==> src/rtl/scope_pkg.sv <==
// Shared definitions for the scope capture/playback path: sample geometry,
// DAC mid-scale code, playback FSM states and the read tag that rides
// alongside each RAM read.
package scope_pkg;

   localparam int SAMPLES = 160;
   localparam int ADC_W   = 14;

   // Offset-binary zero: what the DAC sits at whenever no sample is playing.
   localparam logic [ADC_W-1:0] MIDSCALE = 14'h2000;

   typedef enum logic [1:0] {
      ST_IDLE  = 2'd0,
      ST_PLAY  = 2'd1,
      ST_DRAIN = 2'd2,
      ST_GAP   = 2'd3
   } state_t;

   // Travels with a RAM read so the output stage knows whether the returning
   // word is a real sample and whether it opens or closes a pass.
   typedef struct packed {
      logic valid;
      logic first;
      logic last;
   } rd_tag_t;

endpackage

==> src/rtl/ramplay_pipe.sv <==
// Delay line for read tags. Its depth equals the RAM read latency, so the tag
// leaving the last stage lines up with the rd_data word it describes.
module ramplay_pipe
   import scope_pkg::*;
#(
   parameter int LAT = 1
)(
   input  logic    clk_adc,
   input  logic    reset,
   input  rd_tag_t i_tag,
   output rd_tag_t o_tag,
   output logic    o_empty
);

   rd_tag_t r_stage [LAT];

   // Shift one stage per cycle; reset drops every read still in flight.
   always_ff @(posedge clk_adc) begin
      if (reset) begin
         for (int i = 0; i < LAT; i++) begin
            r_stage[i] <= '0;
         end
      end else begin
         r_stage[0] <= i_tag;
         for (int i = 1; i < LAT; i++) begin
            r_stage[i] <= r_stage[i-1];
         end
      end
   end

   assign o_tag = r_stage[LAT-1];

   // The pipe is empty once no stage holds a valid read.
   always_comb begin
      o_empty = 1'b1;
      for (int i = 0; i < LAT; i++) begin
         if (r_stage[i].valid) begin
            o_empty = 1'b0;
         end
      end
   end

endmodule

==> src/rtl/ramplay_dac.sv <==
// Playback side of the capture RAM: reads DEPTH samples per pass and streams
// them to the DAC one per clk_adc, with a trigger marker on sample 0, optional
// looping with an idle gap, and a pass-complete toggle for the VGA domain.
//
// RAM read contract: rd_en high in a cycle issues rd_addr; the RAM presents
// that word on rd_data exactly RD_LAT cycles later. There is no back-pressure,
// the RAM must accept one read per cycle, and rd_data is ignored whenever the
// matching tag is not valid.
//
// done_tgl is the only signal consumed in another clock domain. It changes
// once per pass and is held for a whole pass, so a 2-flop synchroniser plus an
// XOR edge detector on the VGA side cannot miss or double count a pass.
module ramplay_dac
   import scope_pkg::*;
#(
   parameter int DEPTH  = SAMPLES,
   parameter int AW     = 8,
   parameter int DW     = ADC_W,
   parameter int RD_LAT = 1,
   parameter int GAP    = 0
)(
   input  logic          clk_adc,
   input  logic          reset,
   input  logic          enable,
   input  logic          loop,
   output logic          rd_en,
   output logic [AW-1:0] rd_addr,
   input  logic [DW-1:0] rd_data,
   output logic [DW-1:0] dac_data,
   output logic          dac_valid,
   output logic          trig_out,
   output logic          busy,
   output logic          done_tgl,
   output state_t        o_dbg_state
);

   // Gap counter must hold GAP (up to 255) plus the drain cycles (up to 5).
   localparam int GAP_W = 9;
   localparam logic [GAP_W-1:0] GAP_CNT   = GAP_W'(GAP);
   localparam logic [AW-1:0]    LAST_ADDR = AW'(DEPTH - 1);
   localparam logic [DW-1:0]    MID_CODE  = DW'(MIDSCALE);
   localparam bit               NO_GAP    = (GAP == 0);

   state_t           r_state;
   state_t           w_next;
   logic             r_enable_q;
   logic [AW-1:0]    r_addr;
   logic [GAP_W-1:0] r_gap_cnt;
   logic [GAP_W-1:0] w_gap_n;
   logic             w_start;
   logic             w_at_last;
   logic             w_cont;
   logic             w_rd_en;
   logic             w_pipe_empty;
   rd_tag_t          w_tag_in;
   rd_tag_t          w_tag_out;
   logic [DW-1:0]    r_dac_data;
   logic             r_dac_valid;
   logic             r_trig;
   logic             r_dac_last;
   logic             r_done_tgl;

   // Only a rising edge seen while idle starts playback.
   assign w_start   = enable & ~r_enable_q & (r_state == ST_IDLE);
   assign w_at_last = (r_addr == LAST_ADDR);
   assign w_cont    = loop & enable;
   // Number of the current non-PLAY cycle since the pass ended (1 = first).
   assign w_gap_n   = r_gap_cnt + GAP_W'(1);

   // Register enable every cycle for edge detection.
   always_ff @(posedge clk_adc) begin
      if (reset) begin
         r_enable_q <= 1'b0;
      end else begin
         r_enable_q <= enable;
      end
   end

   // FSM state register.
   always_ff @(posedge clk_adc) begin
      if (reset) begin
         r_state <= ST_IDLE;
      end else begin
         r_state <= w_next;
      end
   end

   // Next-state and read strobe. The GAP state ends once the total count of
   // non-PLAY cycles since the pass ended reaches GAP, so the DAC sees exactly
   // GAP idle cycles between passes whenever GAP covers the drain time; it
   // always lasts at least one cycle.
   always_comb begin
      w_next  = r_state;
      w_rd_en = 1'b0;
      case (r_state)
         ST_IDLE: begin
            if (w_start) begin
               w_next = ST_PLAY;
            end
         end
         ST_PLAY: begin
            w_rd_en = 1'b1;
            if (w_at_last) begin
               w_next = (w_cont && NO_GAP) ? ST_PLAY : ST_DRAIN;
            end
         end
         ST_DRAIN: begin
            if (w_pipe_empty) begin
               w_next = (w_cont && !NO_GAP) ? ST_GAP : ST_IDLE;
            end
         end
         ST_GAP: begin
            if (w_gap_n >= GAP_CNT) begin
               w_next = enable ? ST_PLAY : ST_IDLE;
            end
         end
         default: begin
            w_next = ST_IDLE;
         end
      endcase
   end

   // Address counter: advances in PLAY, wraps DEPTH-1 -> 0, rests at 0.
   always_ff @(posedge clk_adc) begin
      if (reset) begin
         r_addr <= '0;
      end else if (r_state == ST_PLAY) begin
         r_addr <= w_at_last ? '0 : r_addr + AW'(1);
      end else begin
         r_addr <= '0;
      end
   end

   // Counts non-PLAY cycles between passes while draining or gapping.
   always_ff @(posedge clk_adc) begin
      if (reset) begin
         r_gap_cnt <= '0;
      end else if (r_state == ST_DRAIN || r_state == ST_GAP) begin
         r_gap_cnt <= w_gap_n;
      end else begin
         r_gap_cnt <= '0;
      end
   end

   assign w_tag_in.valid = w_rd_en;
   assign w_tag_in.first = w_rd_en & (r_addr == '0);
   assign w_tag_in.last  = w_rd_en & w_at_last;

   ramplay_pipe #(
      .LAT (RD_LAT)
   ) u_pipe (
      .clk_adc (clk_adc),
      .reset   (reset),
      .i_tag   (w_tag_in),
      .o_tag   (w_tag_out),
      .o_empty (w_pipe_empty)
   );

   // DAC output register: a tagged word becomes a played sample, anything
   // else parks the DAC at mid-scale.
   always_ff @(posedge clk_adc) begin
      if (reset) begin
         r_dac_data  <= MID_CODE;
         r_dac_valid <= 1'b0;
         r_trig      <= 1'b0;
         r_dac_last  <= 1'b0;
      end else if (w_tag_out.valid) begin
         r_dac_data  <= rd_data;
         r_dac_valid <= 1'b1;
         r_trig      <= w_tag_out.first;
         r_dac_last  <= w_tag_out.last;
      end else begin
         r_dac_data  <= MID_CODE;
         r_dac_valid <= 1'b0;
         r_trig      <= 1'b0;
         r_dac_last  <= 1'b0;
      end
   end

   // Flip the pass toggle the cycle after the last sample is on the DAC.
   always_ff @(posedge clk_adc) begin
      if (reset) begin
         r_done_tgl <= 1'b0;
      end else if (r_dac_last) begin
         r_done_tgl <= ~r_done_tgl;
      end
   end

   assign rd_en       = w_rd_en;
   assign rd_addr     = r_addr;
   assign dac_data    = r_dac_data;
   assign dac_valid   = r_dac_valid;
   assign trig_out    = r_trig;
   assign busy        = (r_state != ST_IDLE);
   assign done_tgl    = r_done_tgl;
   assign o_dbg_state = r_state;

endmodule
==> config.mk <==
export PLATFORM = sky130hd
export DESIGN_NAME = ramplay_dac
export DESIGN_NICKNAME = d
export VERILOG_FILES = /design/src/rtl/scope_pkg.sv /design/src/rtl/ramplay_pipe.sv /design/src/rtl/ramplay_dac.sv
export SDC_FILE = /design/constraint.sdc
export NUM_CORES = 1
export LEC_CHECK = 0
export CORE_AREA = 2 2 46 65
export CTS_BUF_LIST = sky130_fd_sc_hd__clkbuf_4
export DETAILED_ROUTE_END_ITERATION = 16
export DIE_AREA = 0 0 48 67
export HOLD_SLACK_MARGIN = 0.03
export PLACE_DENSITY = 0.78
export SYNTH_ARGS = -nofsm -noshare
export SYNTH_HDL_FRONTEND = slang
export SYNTH_SLANG_ARGS = --single-unit
export TNS_END_PERCENT = 30
==> constraint.sdc <==
create_clock -name clk_adc -period 2 [get_ports clk_adc]
set_input_delay 0.3 -clock clk_adc [delete_from_list [all_inputs] [get_ports clk_adc]]
set_output_delay 0.3 -clock clk_adc [all_outputs]
set_load 0.1 [all_outputs]
* Word-level counts from Yosys, hierarchy flattened
Memory sizes are Yosys's and may differ from the RTL's.
Index checks and enable logic that the tools add are counted.
** Word-level totals
- Register bits after elaboration :: 38
- RAM bits :: 3
- Input port bits :: 18
- Output and inout bits :: 29
- Word-level logic and storage cells :: 54
- Memories :: 1
** Operators by class
- $add $sub $neg :: 2
- Order comparisons :: 1
- Eq/ne operators :: 8
- Mux-type cells :: 14
- Bitwise gates (word level) :: 10
- Reductions and logical operators :: 9
** Memory list
- u_pipe.r_stage :: depth 1, width 3, read ports 1, clocked after memory_dff 0, wr ports 1, line ramplay_pipe.sv:15 : rd_tag_t r_stage [LAT];
** Operators by type and width (number)
- $mux W2 :: 5
- $add A9 B1 Y9 const B :: 1
- $ge A9 B1 Y1 const B :: 1
- $add A8 B1 Y8 const B :: 1
- $eq A8 B8 Y1 const B :: 1
- $logic_not A8 Y1 :: 1
- $ne A2 B2 Y1 const B :: 4
- $pmux W2 S4 :: 1
- $mux W1 :: 7
- $reduce_or A3 Y1 :: 2
- $and A1 B1 Y1 :: 5
- $not A1 Y1 :: 5
- $eq A2 B2 Y1 const B :: 2
- $reduce_and A4 Y1 :: 1
- $reduce_or A2 Y1 :: 2
- $mux W3 :: 1
- $eq A2 B1 Y1 const B :: 1
- $logic_not A2 Y1 :: 1
- $reduce_bool A2 Y1 :: 1
- $logic_or A1 B1 Y1 :: 1

* Logic depth before layout (Yosys ltp)
Gate-level depths: netlist of run 1.
- Depth in word-level cells :: 5
- Gate-level depth with buffers :: 5
- Gate-level depth less buffers :: 5

* Modules after synthesis
From an unflattened synthesis of run 1, not the netlist that was laid out.
** Unflattened totals
- Cell total of the unflattened synthesis :: 110
- Area, all modules :: 1121.1 µm²
** By module, submodules not included
- ramplay_dac :: instances 1, cells an instance 103, area an instance 1038.5 µm², seq. area each 580.6 µm²
- ramplay_pipe :: instances 1, cells an instance 7, area an instance 82.6 µm², seq. area each 60.1 µm²

* Least setup slack after synthesis of run 1
OpenSTA, ideal clock, no wires.
- Path type :: reg-to-reg
- Start :: reg r_state[0], in the netlist o_dbg_state[0]
- End :: reg r_addr[5], in the netlist rd_addr[5]
- Library setup time :: 0.071 ns
- Data arrival time :: 3.237 ns
- Required time :: 1.929 ns
- Path slack :: -1.308 ns
- Cell stages (with the launch flop) :: 6
- Buffers on the path :: 0
- Clock period less this slack :: 3.308 ns
- Path through :: dfxtp_1 nor2b_1 nand2b_1 inv_1 o21ai_0 a21oi_1
** On the way
- Cells in the longest elaborated chain, start to end :: 3
** RTL lines
- start, declared :: line ramplay_dac.sv:44 : state_t r_state;
- start signal, assigned :: line ramplay_dac.sv:84 : r_state <= w_next;
- $eq A2 B1 Y1 :: line ramplay_dac.sv:127 : end else if (r_state == ST_PLAY) begin
- $not A1 Y1 (no line)
- $reduce_or A3 Y1 (no line)
- end signal, assigned :: line ramplay_dac.sv:128 : r_addr <= w_at_last ? '0 : r_addr + AW'(1);
- end, declared :: line ramplay_dac.sv:47 : logic [AW-1:0] r_addr;
No other way between the ends.
A chain may end at the register's enable or synchronous reset.

* Final worst setup path of run 1
- Start :: reg r_addr[0], in the netlist rd_addr[0]
- End :: reg r_state[1], in the netlist o_dbg_state[1]
** On the way
- Cells in the longest elaborated chain, start to end :: 3
** RTL lines
- $eq A8 B8 Y1 :: line ramplay_dac.sv:65 : assign w_at_last = (r_addr == LAST_ADDR);
- $ne A2 B2 Y1 (no line)
- $reduce_and A4 Y1 (no line)
No other way between the ends.

==> impl_metrics.csv, run 1 <==
group,metric,value,unit
setup_path,r2r_end,"o_dbg_state[1]",
timing,fin_skew,0.007241,ns
die,ios,47,
power,ir_worst_vdd,0.3958,mV
clock_network,cts_resized,0,
layout,diodes,0,
layout,drive_gt1_share,28.03,%
synthesis,ys_ff_latch,32,
synthesis,syn-num-nets,124,
timing,worst_pin_slew,0.4373,ns
setup_path,crit_type,"reg -> reg",
timing,fin_ws,0.4303,ns
power,leakagePower,0.6539,nW
worst_hold_path,hold_path_depth,1,
synthesis,syn_avg_cell_area,10.47,µm²
timing,min_period,1.570,ns
timing,period_share,78.48,%
power,power.internal,0.0008330,W
power,switchingPower,0.0003224,W
clock_network,cts_inserted_buffers,5,
synthesis,syn_area,0.001089,mm²
placement,io_buffers,46,
die,dieArea,0.003216,mm²
job,maxCapViolCount,0,
layout,utilization,60.53,%
layout,multi_input_area,425.4,µm²
setup_path,path_delay_family,"simple AND/OR/NAND/NOR gates",
clock_network,cts_sinks,32,
layout,fillers,215,
clock_network,cts_tree,"yes",
setup_path,reg2regPathDepth,4,
placement,dpl_cell_area,0.001538,mm²
grt,antenna_found_initial,0,
setup_path,worstPathMaxFanout,7,
grt,track_usage,16.64,%
grt,grt_remaining_overflow,0,
worst_hold_path,hp-class,"reg -> reg",
power,finalPower,0.001155,W
power,p_per_area,730.0,mW/mm²
power,power_switching_share,27.91,%
clock_network,path_clk_slew,0.09,ns
synthesis,synth_cell_types,30,
die,initial_core_util,41.63,%
clock_network,cts_buffer_depth,2,
outcome,status,"finished clean",
setup_path,critPathRequiredTime,2.26,ns
layout,final_cell_mix,"buf_4, dfxtp_1, clkdlybuf4s50_1",
timing,rsz0062_at_grt,"false",
drt,drt_first_pass_iters,4,
grt,grt_pass1_vias,872,
drt,vias,924,
placement,gp_congestion,0.7710,
setup_path,crit_buf_inv,0,
drt,drcViolationCount,0,
die,chipWidth,48,µm
drt,vias_per_cell,4.788,
timing,hold_viol,0,
synthesis,synthCells,104,
clock_network,postCtsSetupBuffers,0,
setup_path,rrSetupSlack,0.43,ns
setup_path,crit_path_start_kind,"flop",
drt,first_iter_violations,8,
grt,grt_max_degree,13,
timing,holdWs,0.4282,ns
clock_network,cts_max_level,2,
setup_path,worstPathArrival,1.83,ns
worst_hold_path,hp-start,"u_pipe.r_stage[0][0]",
synthesis,ys_warn_count,0,
clock_network,clock_latency,0.32,ns
timing,drv_slew,0,
setup_path,cp_slowest_cell,"or4b_1",
drt,ant_nets,0,
setup_path,critPathMaxStageDelay,0.56,ns
setup_path,crit_path_end_kind,"flop",
setup_path,r2r_start,"rd_addr[0]",
die,die_h,67,µm
power,share_comb_of_total_power,15.4,%
placement,hpwl,1758,µm
timing,setup_viol,0,
drt,post_drt_wl_per_cell,12.36,µm
setup_path,cp_cell_sequence,"ha_1, nand3_2, or4b_1, a21oi_1",
timing,clock.fmax,637.1,MHz
die,fp.coreArea,0.002615,mm²
clock_network,cts_root_buffer,"clkbuf_4",
timing,slew_headroom,70.54,%
grt,grt_pass1_wl,3719,µm
layout,syn_to_final_growth,45.40,%
placement,place_ws,0.3657,ns
power,clkPwrFrac,27.7,%
worst_hold_path,whs_endpoint,"r_dac_last",
synthesis,ys_seq_area_share,58.85,%
power,seqPwrFrac,56.9,%
layout,final_common_cell,"buf_4",
clock_network,postCtsHoldBufs,0,
layout,design_area,0.001583,mm²
drt,wirelength,2386,µm
layout,seqCellArea,645.6,µm²
die,rows,22,
layout,nNetsFinal,177,
per-stage QoR:
step	instances	TNS, ns
after CTS	193	0
after global placement	186	0
after floorplan	104	-0.04979
after global routing	193	0
final	193	0
after detailed placement	186	0
power groups by stage:
stage | logic [W] | registers, W | clock network, W
2_1_floorplan | 0.0000479 | 0.000742 | 0
3_3_place_gp | 0.000178 | 0.000672 | 0
3_5_place_dp | 0.000178 | 0.000673 | 0
4_1_cts | 0.000179 | 0.000658 | 0.000329
5_1_grt | 0.000187 | 0.000660 | 0.000371
6_report | 0.000178 | 0.000658 | 0.000320
kinds of logic (layout without fill, tap and decap cells):
| kind of cell | after synthesis | count (layout) | share of synthesized area (%) |
|---|---|---|---|
| simple gates | 44 | 44 | 25.17 |
| flops | 32 | 32 | 58.85 |
| compound gates | 14 | 14 | 7.471 |
| buf+inv | 8 | 61 | 2.759 |
| xor+xnor | 3 | 3 | 2.414 |
| fa+ha+maj | 2 | 2 | 2.298 |
| mux | 1 | 1 | 1.034 |
cell type report:
type / instances / area share (%)
multi-input combinational: 64 / 26.88
inverter: 7 / 1.660
tap: 36 / 2.846
sequential: 32 / 40.79
clock inverter: 2 / 0.4743
clock buffer: 5 / 2.372
timing repair buffer: 47 / 24.98
how the worst max path moves through the flow:
stage | end | slack [ns] | from | cells past startpoint
3_3_place_gp | o_dbg_state[1] | 0.41 | enable | 4
5_1_grt | rd_addr[1] | 0.33 | rd_addr[0] | 4
6_report | o_dbg_state[1] | 0.43 | rd_addr[0] | 4
4_1_cts | o_dbg_state[1] | 0.44 | rd_addr[0] | 4
3_5_place_dp | rd_addr[5] | 0.37 | reset | 5
2_1_floorplan | o_dbg_state[1] | -0.05 | rd_addr[2] | 3
cell usage after synthesis, drive strengths merged:
cell type | count | area share (%)
ha | 2 | 2.3
nand4 | 1 | 0.58
nor2 | 7 | 2.4
clkbuf | 1 | 0.34
o21ai | 5 | 2.3
a31oi | 1 | 0.58
a21oi | 5 | 2.3
a221oi | 1 | 0.80
xnor2 | 3 | 2.4
nand4bb | 1 | 1.0
nand2 | 1 | 0.34
or3b | 1 | 0.80
nand3b | 1 | 0.69
inv | 7 | 2.4
or3 | 3 | 1.7
o221ai | 1 | 0.80
or4b | 1 | 0.92
mux2 | 1 | 1.0
dfxtp | 32 | 59
nor2b | 2 | 1.1
nand2b | 3 | 1.7
nor4 | 1 | 0.58
nand4b | 1 | 0.80
o21bai | 1 | 0.69
and2 | 16 | 9.2
nor3 | 1 | 0.46
and4 | 1 | 0.80
or2 | 1 | 0.58
nand3 | 2 | 1.4
metal layers:
metal  track usage [%]  up-vias  wire length (µm)  part of all wire [%]
li1                  -      452                 -                     -
met1             16.81      409               935                    39
met2             27.67       57              1143                    48
met3             7.317        6               266                    11
met4             8.108        0                40                   1.7
met5                 0        -                 0                     0
state kept, by name, indices dropped and copies added, names as in the netlist:
signal and cells:
dac_data 14, dac_valid 1, done_tgl 1, o_dbg_state 2
r_dac_last 1, r_enable_q 1, rd_addr 8, trig_out 1
u_pipe.r_stage 3
(Power assumes the default switching activity.)
==> inputs of run 2 (changes only) <==
--- a/config.mk
+++ b/config.mk
@@ -5,12 +5,12 @@
 export SDC_FILE = /design/constraint.sdc
 export NUM_CORES = 1
 export LEC_CHECK = 0
-export CORE_AREA = 2 2 46 65
+export CORE_AREA = 2 2 49 69
 export CTS_BUF_LIST = sky130_fd_sc_hd__clkbuf_4
 export DETAILED_ROUTE_END_ITERATION = 16
-export DIE_AREA = 0 0 48 67
+export DIE_AREA = 0 0 51 71
 export HOLD_SLACK_MARGIN = 0.03
-export PLACE_DENSITY = 0.78
+export PLACE_DENSITY = 0.73
 export SYNTH_ARGS = -nofsm -noshare
 export SYNTH_HDL_FRONTEND = slang
 export SYNTH_SLANG_ARGS = --single-unit
==> constraint.sdc (replaced) <==
create_clock -name clk_adc -period 1.4 [get_ports clk_adc]
set_input_delay 0.21 -clock clk_adc [delete_from_list [all_inputs] [get_ports clk_adc]]
set_output_delay 0.21 -clock clk_adc [all_outputs]
set_load 0.1 [all_outputs]
==> run 2 against run 1 <==
Effect of this change:
- combinational power is 84% higher
- first-iteration DRC count increased to 3.8 times the previous value
- maximum frequency up 16%
- sequential share of layout area down 9.6 points
- wire length rose by 20%
- setup slack got worse by 0.39 ns
- design area up 34%
- die area grew 13%
- highest routed layer unchanged
==> impl_metrics.csv, run 2 (same netlist as run 1, synthesis figures left out) <==
group,metric,value,unit
timing,fin_skew,0.01072,ns
grt,antenna_found_initial,0,
layout,layout.cells.non_filler,210,
timing,min_period,1.357,ns
setup_path,critPathRequiredTime,1.66,ns
drt,drcViolationCount,0,
die,initial_core_util,35.89,%
clock_network,cts_max_level,2,
worst_hold_path,hold_path_depth,2,
timing,drv_slew,0,
setup_path,critPathMaxStageDelay,0.54,ns
worst_hold_path,whs_endpoint,"dac_data[4]",
layout,syn_to_final_growth,94.71,%
die,dieArea,0.003621,mm²
drt,vias_per_cell,4.886,
placement,gp_congestion,0.7509,
clock_network,cts_root_buffer,"clkbuf_4",
die,rows,24,
layout,fillers,209,
drt,ant_nets,0,
power,finalPower,0.001773,W
timing,clock.fmax,737.1,MHz
timing,rsz0062_at_grt,"false",
drt,first_iter_violations,30,
setup_path,worstPathArrival,1.61,ns
clock_network,postCtsHoldBufs,0,
timing,hold_viol,0,
power,p_per_area,836.7,mW/mm²
placement,io_buffers,46,
layout,largest_reg_flops,14,
setup_path,cp_slowest_cell,"or4b_1",
layout,seqCellArea,660.6,µm²
layout,final_common_cell,"buf_12",
drt,vias,1026,
layout,utilization,69.88,%
setup_path,rrSetupSlack,0.04,ns
setup_path,worstPathMaxFanout,4,
placement,place_ws,-0.1920,ns
layout,multi_input_area,467.9,µm²
timing,slew_headroom,77.97,%
power,leakagePower,0.8178,nW
grt,grt_pass1_vias,1100,
grt,track_usage,17.79,%
clock_network,cts_buffer_depth,2,
setup_path,cp_cell_sequence,"ha_4, nand3_4, or4b_1, a21oi_1",
die,chipWidth,51,µm
drt,wirelength,2863,µm
clock_network,path_clk_slew,0.10,ns
drt,post_drt_wl_per_cell,13.63,µm
grt,grt_remaining_overflow,0,
clock_network,cts_inserted_buffers,5,
drt,drt_first_pass_iters,4,
timing,setup_viol,0,
timing,period_share,96.90,%
clock_network,cts_tree,"yes",
die,fp.coreArea,0.003033,mm²
timing,holdWs,0.4444,ns
setup_path,r2r_end,"o_dbg_state[1]",
layout,diodes,0,
grt,grt_max_degree,11,
setup_path,crit_type,"reg -> reg",
placement,placedCellCount,199,
timing,fin_ws,0.04337,ns
worst_hold_path,hp-start,"rd_data[4]",
layout,drive_gt1_share,38.60,%
setup_path,r2r_start,"rd_addr[0]",
job,maxCapViolCount,0,
layout,nNetsFinal,190,
die,ios,47,
outcome,status,"finished clean",
clock_network,clock_latency,0.32,ns
setup_path,reg2regPathDepth,4,
layout,final_cell_mix,"buf_12, dfxtp_1, clkdlybuf4s50_1",
timing,worst_pin_slew,0.3282,ns
clock_network,cts_sinks,32,
setup_path,crit_path_end_kind,"flop",
die,die_h,71,µm
worst_hold_path,hp-class,"in -> reg",
placement,hpwl,2101,µm
power,ir_worst_vdd,0.5680,mV
setup_path,crit_path_start_kind,"flop",
grt,grt_pass1_wl,4816,µm
run 2: cell count changes in the layout (fill, tap and decap cells not counted), sizes merged:
cell	delta
buf	+13
clkbuf	+2
clkinv	-1
run 2: metal layers:
| metal | track usage (%) | vias to the layer above | part of all wire, % | wire length [µm] |
|---|---|---|---|---|
| met5 | 0 | - | 0 | 0 |
| met4 | 7.207 | 0 | 2.1 | 61 |
| met3 | 6.751 | 9 | 8.2 | 235 |
| met2 | 31.31 | 60 | 54 | 1534 |
| met1 | 18.55 | 475 | 36 | 1031 |
| li1 | - | 482 | - | - |
run 2: worst max path at each step:
stage	start	endpoint	slack (ns)	cells past startpoint
after floorplan	o_dbg_state[0]	rd_addr[7]	-0.42	5
after global placement	enable	o_dbg_state[0]	-0.08	3
after detailed placement	enable	o_dbg_state[0]	-0.19	3
after CTS	rd_addr[0]	rd_addr[6]	0.0003	5
after global routing	rd_addr[0]	o_dbg_state[1]	0.03	4
final	rd_addr[0]	o_dbg_state[1]	0.04	4
run 2: worst max-delay path, delay by kind of cell (launching register included):
kind | cells | cell delay, ns
AO/OA/AOI/OAI | 1 | 0.13
flip-flops | 1 | 0.37
AND/OR/NAND/NOR | 2 | 0.64
adder cells (fa/ha/maj) | 1 | 0.15
run 2: power by group:
part           leakage, nW  switching (W)  internal [W]  total (W)
combinational        0.520       0.000183      0.000144   0.000327
clock               0.0338       0.000277      0.000231   0.000508
sequential           0.264      0.0000145      0.000924   0.000938
total                0.818       0.000474       0.00130    0.00177
run 2: final cells by class:
cell class                      count  area share (%)
Clock inverter                      1          0.1771
Sequential cell                    32           31.17
Tap cell                           39           2.302
Clock buffer                        7           2.479
Multi-Input combinational cell     64           22.08
Timing Repair Buffer               60           40.55
Inverter                            7           1.240
run 2: through the flow:
stage,cell area [µm²],TNS (ns)
final,2120,0
after CTS,2079,0
after global routing,2120,0
after detailed placement,1992,-0.3020
after floorplan,1114,-3.876
after global placement,1992,-0.1394
run 2: repair_timing:
action | in CTS | in global routing
endpoints found under the setup margin | 2 | 5
setup buffers | 3 | 0
gates resized for setup | 3 | 6
==> inputs of run 3 (changes only) <==
--- a/config.mk
+++ b/config.mk
@@ -9,8 +9,9 @@
 export CTS_BUF_LIST = sky130_fd_sc_hd__clkbuf_4
 export DETAILED_ROUTE_END_ITERATION = 16
 export DIE_AREA = 0 0 51 71
-export HOLD_SLACK_MARGIN = 0.03
 export PLACE_DENSITY = 0.73
+export RECOVER_POWER = 50
+export SKIP_CTS_REPAIR_TIMING = 1
 export SYNTH_ARGS = -nofsm -noshare
 export SYNTH_HDL_FRONTEND = slang
 export SYNTH_SLANG_ARGS = --single-unit
==> run 3 against run 2 <==
Effect of this change:
- highest routed layer unchanged
- clock-buffer cell count did not move
- cell count fell by 0.48%
- core utilization fell by 2.8 points
- clock power rose by 0.8%
==> impl_metrics.csv, run 3 (same netlist as run 1, synthesis figures left out) <==
group,metric,value,unit
setup_path,critPathMaxStageDelay,0.55,ns
die,initial_core_util,35.89,%
clock_network,path_clk_slew,0.09,ns
clock_network,cts_max_level,2,
timing,slew_headroom,67.31,%
power,finalPower,0.001764,W
clock_network,cts_sinks,32,
layout,syn_to_final_growth,86.78,%
layout,seqCellArea,660.6,µm²
timing,fin_ws,0.04459,ns
grt,grt_remaining_overflow,0,
worst_hold_path,hp-class,"in -> reg",
grt,track_usage,17.49,%
grt,grt_max_degree,11,
die,dieArea,0.003621,mm²
die,ios,47,
drt,vias_per_cell,4.847,
power,ir_worst_vdd,0.5825,mV
setup_path,cp_slowest_cell,"or4b_1",
timing,setup_viol,0,
job,maxCapViolCount,0,
setup_path,crit_type,"reg -> reg",
drt,ant_nets,0,
setup_path,worstPathMaxFanout,4,
timing,drv_slew,0,
layout,diodes,0,
placement,dpl_cell_area,0.001992,mm²
clock_network,clock_latency,0.32,ns
layout,drive_gt1_share,36.47,%
timing,rsz0062_at_grt,"false",
grt,grt_pass1_wl,4726,µm
placement,hpwl,2101,µm
timing,worst_pin_slew,0.4938,ns
layout,design_area,0.002033,mm²
drt,vias,1013,
timing,period_share,96.81,%
setup_path,crit_path_start_kind,"flop",
setup_path,worstPathArrival,1.61,ns
layout,largest_reg_flops,14,
setup_path,cp_cell_sequence,"ha_4, nand3_4, or4b_1, a21oi_1",
clock_network,cts_inserted_buffers,5,
power,leakagePower,0.7778,nW
grt,grt_pass1_vias,1083,
die,fp.coreArea,0.003033,mm²
timing,clock.fmax,737.8,MHz
layout,utilization,67.04,%
setup_path,critPathRequiredTime,1.66,ns
drt,post_drt_wl_per_cell,13.67,µm
die,die_h,71,µm
drt,drcViolationCount,0,
timing,hold_viol,0,
placement,gp_congestion,0.7509,
setup_path,crit_path_end_kind,"flop",
placement,io_buffers,46,
drt,drt_first_pass_iters,4,
outcome,status,"finished clean",
clock_network,cts_buffer_depth,2,
die,rows,24,
layout,nNetsFinal,189,
layout,multi_input_area,467.9,µm²
layout,fillers,225,
drt,first_iter_violations,14,
clock_network,cts_tree,"yes",
timing,min_period,1.355,ns
placement,place_ws,-0.1920,ns
timing,fin_skew,0.01089,ns
drt,wirelength,2856,µm
timing,holdWs,0.4420,ns
clock_network,cts_root_buffer,"clkbuf_4",
power,p_per_area,867.5,mW/mm²
die,chipWidth,51,µm
grt,antenna_found_initial,0,
layout,final_cell_mix,"dfxtp_1, buf_12, clkdlybuf4s50_1",
run 3: worst paths after layout:
path,start,endpoint,slack [ns],cells past startpoint
max,rd_addr[0],o_dbg_state[1],0.04,4
min,rd_data[4],dac_data[4],0.44,2
max reg2reg,rd_addr[0],o_dbg_state[1],0.04,4
min reg2reg,u_pipe.r_stage[0][0],r_dac_last,0.45,1
run 3: critical path, delay by kind of cell, from the launching register on:
family          cells  cell delay, ns
fa+ha+maj           1            0.15
flops               1            0.37
compound gates      1            0.13
simple gates        2            0.65
run 3: stage by stage:
stage,TNS [ns],cells
global route,0,209
CTS,-0.03569,207
global placement,-0.1394,199
finish,0,209
floorplan,-3.876,104
detailed placement,-0.3020,199
run 3: final cells by class:
class,count,area share [%]
Clock inverter,1,0.1846
Inverter,7,1.292
Timing Repair Buffer,59,38.03
Clock buffer,7,2.585
Multi-Input combinational cell,64,23.02
Sequential cell,32,32.49
Tap cell,39,2.400
run 3: power breakdown:
group | internal (W) | switching [W] | total (W)
Combinational | 0.000133 | 0.000182 | 0.000315
Sequential | 0.000924 | 0.0000134 | 0.000937
Clock | 0.000232 | 0.000280 | 0.000512
run 3: metal layers:
| layer | vias to the layer above | wire length [µm] | GRT usage [%] |
|---|---|---|---|
| met5 | - | 0 | 0 |
| met4 | 0 | 53 | 7.207 |
| met3 | 8 | 238 | 6.751 |
| met2 | 56 | 1501 | 30.59 |
| met1 | 470 | 1063 | 18.28 |
| li1 | 479 | - | - |
